$ cat config.mk
export PLATFORM = sky130hd
export DESIGN_NAME = bsg_test_node_echo_client
export DESIGN_NICKNAME = d
export VERILOG_FILES = /design/src/rtl/bsg_test_node_pkg.sv /design/src/rtl/bsg_test_node_resp_fifo.sv /design/src/rtl/bsg_test_node_echo_client.sv
export SDC_FILE = /design/constraint.sdc
export NUM_CORES = 1
export LEC_CHECK = 0
export ABC_CLOCK_PERIOD_IN_PS = 4600
export BUFFER_PORTS_ARGS = -buffer_cell sky130_fd_sc_hd__buf_2
export CORE_MARGIN = 4
export CORE_UTILIZATION = 45
export DETAILED_ROUTE_END_ITERATION = 10
export HOLD_SLACK_MARGIN = 0.15
export PLACE_DENSITY = 0.7
export RECOVER_POWER = 100
export SLEW_MARGIN = 5
export SYNTH_ARGS = -nofsm -noshare
export SYNTH_HDL_FRONTEND = slang
export SYNTH_SLANG_ARGS = --single-unit
export TNS_END_PERCENT = 50
$ cat constraint.sdc
create_clock -name clk_i -period 4.6 [get_ports clk_i]
set_input_delay 0.23 -clock clk_i [delete_from_list [all_inputs] [get_ports clk_i]]
set_output_delay 0.23 -clock clk_i [all_outputs]
set_load 0.01 [all_outputs]
$ cat src/rtl/bsg_test_node_pkg.sv
// Shared field layout, command opcodes and control-state type for the
// ring test-node echo client.
package bsg_test_node_pkg;

  localparam int unsigned destid_width_lp  = 4;
  localparam int unsigned cmd_width_lp     = 1;
  localparam int unsigned opcode_width_lp  = 7;
  localparam int unsigned header_width_lp  = destid_width_lp + cmd_width_lp + opcode_width_lp;

  localparam logic [opcode_width_lp-1:0] cmd_enable  = 7'h01;
  localparam logic [opcode_width_lp-1:0] cmd_disable = 7'h02;
  localparam logic [opcode_width_lp-1:0] cmd_clear   = 7'h03;

  typedef enum logic {
    DISABLED = 1'b0,
    ENABLED  = 1'b1
  } state_e;

endpackage

$ cat src/rtl/bsg_test_node_resp_fifo.sv
// Power-of-two deep 1r1w FIFO with full/empty flags; full blocks enqueue
// even when a dequeue happens in the same cycle.
module bsg_test_node_resp_fifo
  import bsg_test_node_pkg::*;
#(
  parameter int unsigned width_p = 80,
  parameter int unsigned els_p   = 4
) (
  input  logic               clk_i,
  input  logic               reset_n_i,
  input  logic               enq_i,
  input  logic [width_p-1:0] data_i,
  input  logic               deq_i,
  output logic [width_p-1:0] data_o,
  output logic               full_o,
  output logic               empty_o
);

  localparam int unsigned addr_width_lp = $clog2(els_p);

  logic [width_p-1:0]     mem [els_p];
  logic [addr_width_lp:0] wr_ptr, rd_ptr;
  logic                   do_enq, do_deq;

  assign do_enq = enq_i & ~full_o;
  assign do_deq = deq_i & ~empty_o;

  // Extra MSB on the pointers distinguishes full from empty.
  assign empty_o = (wr_ptr == rd_ptr);
  assign full_o  = (wr_ptr[addr_width_lp] != rd_ptr[addr_width_lp])
                && (wr_ptr[addr_width_lp-1:0] == rd_ptr[addr_width_lp-1:0]);

  assign data_o = mem[rd_ptr[addr_width_lp-1:0]];

  always_ff @(posedge clk_i) begin
    if (!reset_n_i) begin
      wr_ptr <= '0;
      rd_ptr <= '0;
    end else begin
      if (do_enq) wr_ptr <= wr_ptr + 1'b1;
      if (do_deq) rd_ptr <= rd_ptr + 1'b1;
    end
  end

  always_ff @(posedge clk_i) begin
    if (do_enq) mem[wr_ptr[addr_width_lp-1:0]] <= data_i;
  end

endmodule

$ cat src/rtl/bsg_test_node_echo_client.sv
// Client test node: decodes ring packets, handles enable/disable/clear
// commands and echoes data packets back to the master with payload + 1.
module bsg_test_node_echo_client
  import bsg_test_node_pkg::*;
#(
  parameter int unsigned ring_width_p = 80,
  parameter int unsigned master_id_p  = 0,
  parameter int unsigned client_id_p  = 1,
  parameter int unsigned fifo_els_p   = 4
) (
  input  logic                    clk_i,
  input  logic                    reset_n_i,
  input  logic                    v_i,
  input  logic [ring_width_p-1:0] data_i,
  output logic                    ready_o,
  output logic                    v_o,
  output logic [ring_width_p-1:0] data_o,
  input  logic                    yumi_i,
  output logic                    enabled_o,
  output logic [31:0]             rx_count_o,
  output logic [31:0]             drop_count_o,
  output logic                    error_o
);

  localparam int unsigned payload_width_lp = ring_width_p - header_width_lp;
  localparam logic [destid_width_lp-1:0] master_id_lp = destid_width_lp'(master_id_p);
  localparam logic [destid_width_lp-1:0] client_id_lp = destid_width_lp'(client_id_p);
  localparam logic [payload_width_lp-1:0] payload_one_lp = {{(payload_width_lp-1){1'b0}}, 1'b1};

  logic [destid_width_lp-1:0]  destid;
  logic                        cmd;
  logic [opcode_width_lp-1:0]  opcode;
  logic [payload_width_lp-1:0] payload;

  assign destid  = data_i[ring_width_p-1 -: destid_width_lp];
  assign cmd     = data_i[ring_width_p-destid_width_lp-1];
  assign opcode  = data_i[ring_width_p-destid_width_lp-cmd_width_lp-1 -: opcode_width_lp];
  assign payload = data_i[payload_width_lp-1:0];

  state_e state, state_n;
  logic   accept, for_us;
  logic   clear, err_set, enq, drop_inc, rx_inc;
  logic   fifo_full, fifo_empty;
  logic   [ring_width_p-1:0] resp, fifo_data;

  assign for_us  = (destid == client_id_lp);
  // Gated by reset so the node never advertises ready while being cleared.
  assign ready_o = reset_n_i & ~fifo_full;
  assign accept  = v_i & ready_o;

  assign resp = {master_id_lp, 1'b0, opcode, payload + payload_one_lp};

  always_ff @(posedge clk_i) begin
    if (!reset_n_i) state <= DISABLED;
    else            state <= state_n;
  end

  always_comb begin
    state_n  = state;
    clear    = 1'b0;
    err_set  = 1'b0;
    enq      = 1'b0;
    drop_inc = 1'b0;
    rx_inc   = 1'b0;
    if (accept) begin
      if (cmd) begin
        if (for_us) begin
          case (opcode)
            cmd_enable:  state_n = ENABLED;
            cmd_disable: state_n = DISABLED;
            cmd_clear:   clear   = 1'b1;
            default:     err_set = 1'b1;
          endcase
        end
      end else if (!for_us) begin
        err_set = 1'b1;
      end else if (state == ENABLED) begin
        enq    = 1'b1;
        rx_inc = 1'b1;
      end else begin
        drop_inc = 1'b1;
      end
    end
  end

  always_ff @(posedge clk_i) begin
    if (!reset_n_i) begin
      rx_count_o   <= '0;
      drop_count_o <= '0;
      error_o      <= 1'b0;
    end else begin
      if (clear) begin
        rx_count_o   <= '0;
        drop_count_o <= '0;
      end else begin
        if (rx_inc && (rx_count_o != '1))     rx_count_o   <= rx_count_o + 32'd1;
        if (drop_inc && (drop_count_o != '1)) drop_count_o <= drop_count_o + 32'd1;
      end
      if (err_set) error_o <= 1'b1;
    end
  end

  bsg_test_node_resp_fifo #(
    .width_p (ring_width_p),
    .els_p   (fifo_els_p)
  ) resp_fifo (
    .clk_i     (clk_i),
    .reset_n_i (reset_n_i),
    .enq_i     (enq),
    .data_i    (resp),
    .deq_i     (yumi_i & v_o),
    .data_o    (fifo_data),
    .full_o    (fifo_full),
    .empty_o   (fifo_empty)
  );

  assign v_o       = ~fifo_empty;
  // Storage is not reset, so the output is forced to zero while idle.
  assign data_o    = v_o ? fifo_data : '0;
  assign enabled_o = (state == ENABLED);

endmodule

==> flow_summary.toml <==
[timing]
final.setup.worst_slack_ns = 1.04
finalHoldViolCount = 0
finalCriticalPeriod_ns = 3.56
tightest_slew_ns = 1.75
slew_violations = 172
fin_worst_skew_ns = 0.0130
fmax_ghz = 0.281
finalSetupTns_ns = 0
setup_viol = 0
post-route-period-util = 0.775
slew_headroom = -0.168
rsz0062_at_grt = "false"

[cts]
clock_path_buffers = 3
cts_tree = "built"
htreeDepth = 2
post-cts-setup-buffers = 0
insertion_delay_ns = 0.53
cts.sinks = 374
clkTransAtPathRegs_ns = 0.06
cts_buffers = 40
ctsRootBufferMaster = "clkbuf_16"

[placement]
gp_routability_congestion = 0.812
post-place-ws_ns = 1.67
dp_hpwl_um = 25500
portBuffers = 226

[die]
die_w_um = 200
core_area_um2 = 36400
rows = 70
die_area_um2 = 39900
die_h_um = 200
start_util = 0.455
pin_count = 232

[global_route]
grt_overflow = 0
antenna_found_initial = 1
grt_max_degree = 64
grt_pass1_vias = 10900
grt_pass1_wl_um = 60900
grt_usage = 0.195

[logic_synthesis]
ys_warn_count = 0
synthTopCellsByArea = "edfxtp_1, mux4_2, dfxtp_1"
ys_types = 56
ys_ff_latch = 374
async_reset_ff_frac = 0
synth-main-ff-cell = "edfxtp_1"
synth_edf_count = 300
syn_area_um2 = 16600
syn_inst = 1153
synth_seq_area_share = 0.633
syn_avg_cell_area_um2 = 14.4
synth_top_cell_area_share = 0.544
yosys.area.top_type = "edfxtp_1"

[worst_setup_path]
slowest_stage = "clkbuf_1"
cp_common_cell = "clkbuf_1"
slowest_delay_ns = 1.19
path_class = "reg2out"
cp-end-kind = "output port"
crit_chain = "xnor2_1 > nor3b_1 > clkbuf_1 > nor2b_1 > clkbuf_1"
cp_max_fo = 31
crit_arrival_ns = 3.33
required_ns = 4.37
start_kind = "flip-flop"

[finish]
ff_latch_area_um2 = 10500
fillers = 3015
layout_common_cells = "edfxtp_1, clkbuf_1, nor2b_1, buf_2, mux4_2"
final_nets = 1545
multi_input_area_um2 = 5740
final_common_cell = "edfxtp_1"
drive_gt1_frac = 0.161
area_delta_synth_final_pct = 20.1

[outcome]
status = "finished with violations"
violations = "max-capacitance violations, max-slew violations"

[route]
via_per_inst = 5.71
drtAntennaViolNets = 0
wl_per_cell_um = 20.6
drt_iter0_drc = 777
vias = 11100
wirelength_um = 40200
dr.pass1.iters = 5
drc_errors = 0

[pwr]
power_density_nw_per_um2 = 347
peakVddDrop_v = 0.000281
leakage_nw = 6.15

[hold_path]
hold_path_class = "in2reg"

[flow_run]
cap_viol_max_count = 4
==> sequential cells by signal, summed over array words and instances (netlist names), named ones only <==
name              count
rx_count_o           32
resp_fifo.mem       300
error_o               1
resp_fifo.wr_ptr      3
drop_count_o         32
enabled_o             1
resp_fifo.rd_ptr      3
==> critical path, delay by kind of cell (launching register included) <==
family | cells | cell delay [ns]
XOR/XNOR | 1 | 0.41
buffers and inverters | 2 | 1.41
flip-flops | 1 | 0.33
AND/OR/NAND/NOR | 2 | 0.65
==> cell type report <==
type                       instances  share of cell area
clock inverter                    10             0.00409
tap                              468              0.0294
clock buffer                      59              0.0580
timing repair buffer             313              0.0886
multi-input combinational        704               0.289
antenna                            1            0.000126
sequential                       374               0.527
inverter                          20             0.00377
==> routing by layer <==
metal / part of all wire / vias up / routed length, µm / GRT usage
met5: 0 / - / 0 / 0
met4: 0.018 / 0 / 729 / 0.0501
met3: 0.076 / 60 / 3050 / 0.0401
met2: 0.48 / 389 / 19100 / 0.315
met1: 0.43 / 5555 / 17300 / 0.274
li1: - / 5127 / - / -
==> cells in the mapped netlist (3+ instances only) <==
master	count
dfxtp_1	74
a21oi_1	60
or3_1	21
or2_2	5
mux2i_1	4
nand3_1	59
buf_4	7
buf_1	5
o31ai_1	42
ha_1	8
inv_1	19
nand4_1	43
nor2b_1	76
edfxtp_1	300
xor2_1	18
mux4_2	75
and3_1	26
o21ai_0	16
nor3_1	13
xnor2_1	54
nor2_1	27
nand2_1	50
or4_1	44
nand2b_1	3
and4_1	11
buf_2	10
clkbuf_1	34
and2_1	4
nor4_1	11
==> cells by family after synthesis <==
family | Yosys count | synth area share
other | 1 | 0.000226
AO/OA/AOI/OAI | 131 | 0.0490
flip-flops | 374 | 0.633
XOR/XNOR | 74 | 0.0400
multiplexers | 80 | 0.105
adder cells (fa/ha/maj) | 8 | 0.00604
AND/OR/NAND/NOR | 406 | 0.145
buffers and inverters | 79 | 0.0212
==> power by group <==
group | switching (W) | internal, W
sequential | 0.000000435 | 0.00365
clock | 0.00125 | 0.00179
combinational | 0.000124 | 0.0000936
==> per-stage QoR <==
step | hold WS, ns | utilization | instances | total power, W | instance area [µm²]
2_1_floorplan | 0.329 | - | 1157 | 0.00380 | 16600
3_3_place_gp | 0.453 | 0.500 | 1809 | 0.00388 | 18200
3_5_place_dp | 0.452 | 0.500 | 1809 | 0.00389 | 18200
4_1_cts | 0.153 | 0.553 | 1948 | 0.00697 | 20100
5_1_grt | 0.173 | 0.546 | 1949 | 0.00713 | 19900
6_report | 0.170 | 0.546 | 1949 | 0.00690 | 19900
==> path summary, 6_finish.rpt <==
check	start	end	slack (ns)	cells past startpoint
setup reg to reg	resp_fifo.wr_ptr[1]$_SDFFE_PN0P_	resp_fifo.mem[3][34]$_DFFE_PP_	1.05	4
hold / removal	data_i[17]	resp_fifo.mem[2][17]$_DFFE_PP_	0.17	2
setup / recovery	resp_fifo.wr_ptr[2]$_SDFFE_PN0P_	data_o[49]	1.04	5
hold reg to reg	drop_count_o[28]$_SDFFE_PP0P_	drop_count_o[28]$_SDFFE_PP0P_	0.50	2
==> repair_timing <==
action	in CTS	in global routing
hold endpoints to repair	275	0
resized for setup	0	0
hold buffers	70	0
Note: power is estimated with default switching activity, not from simulation.
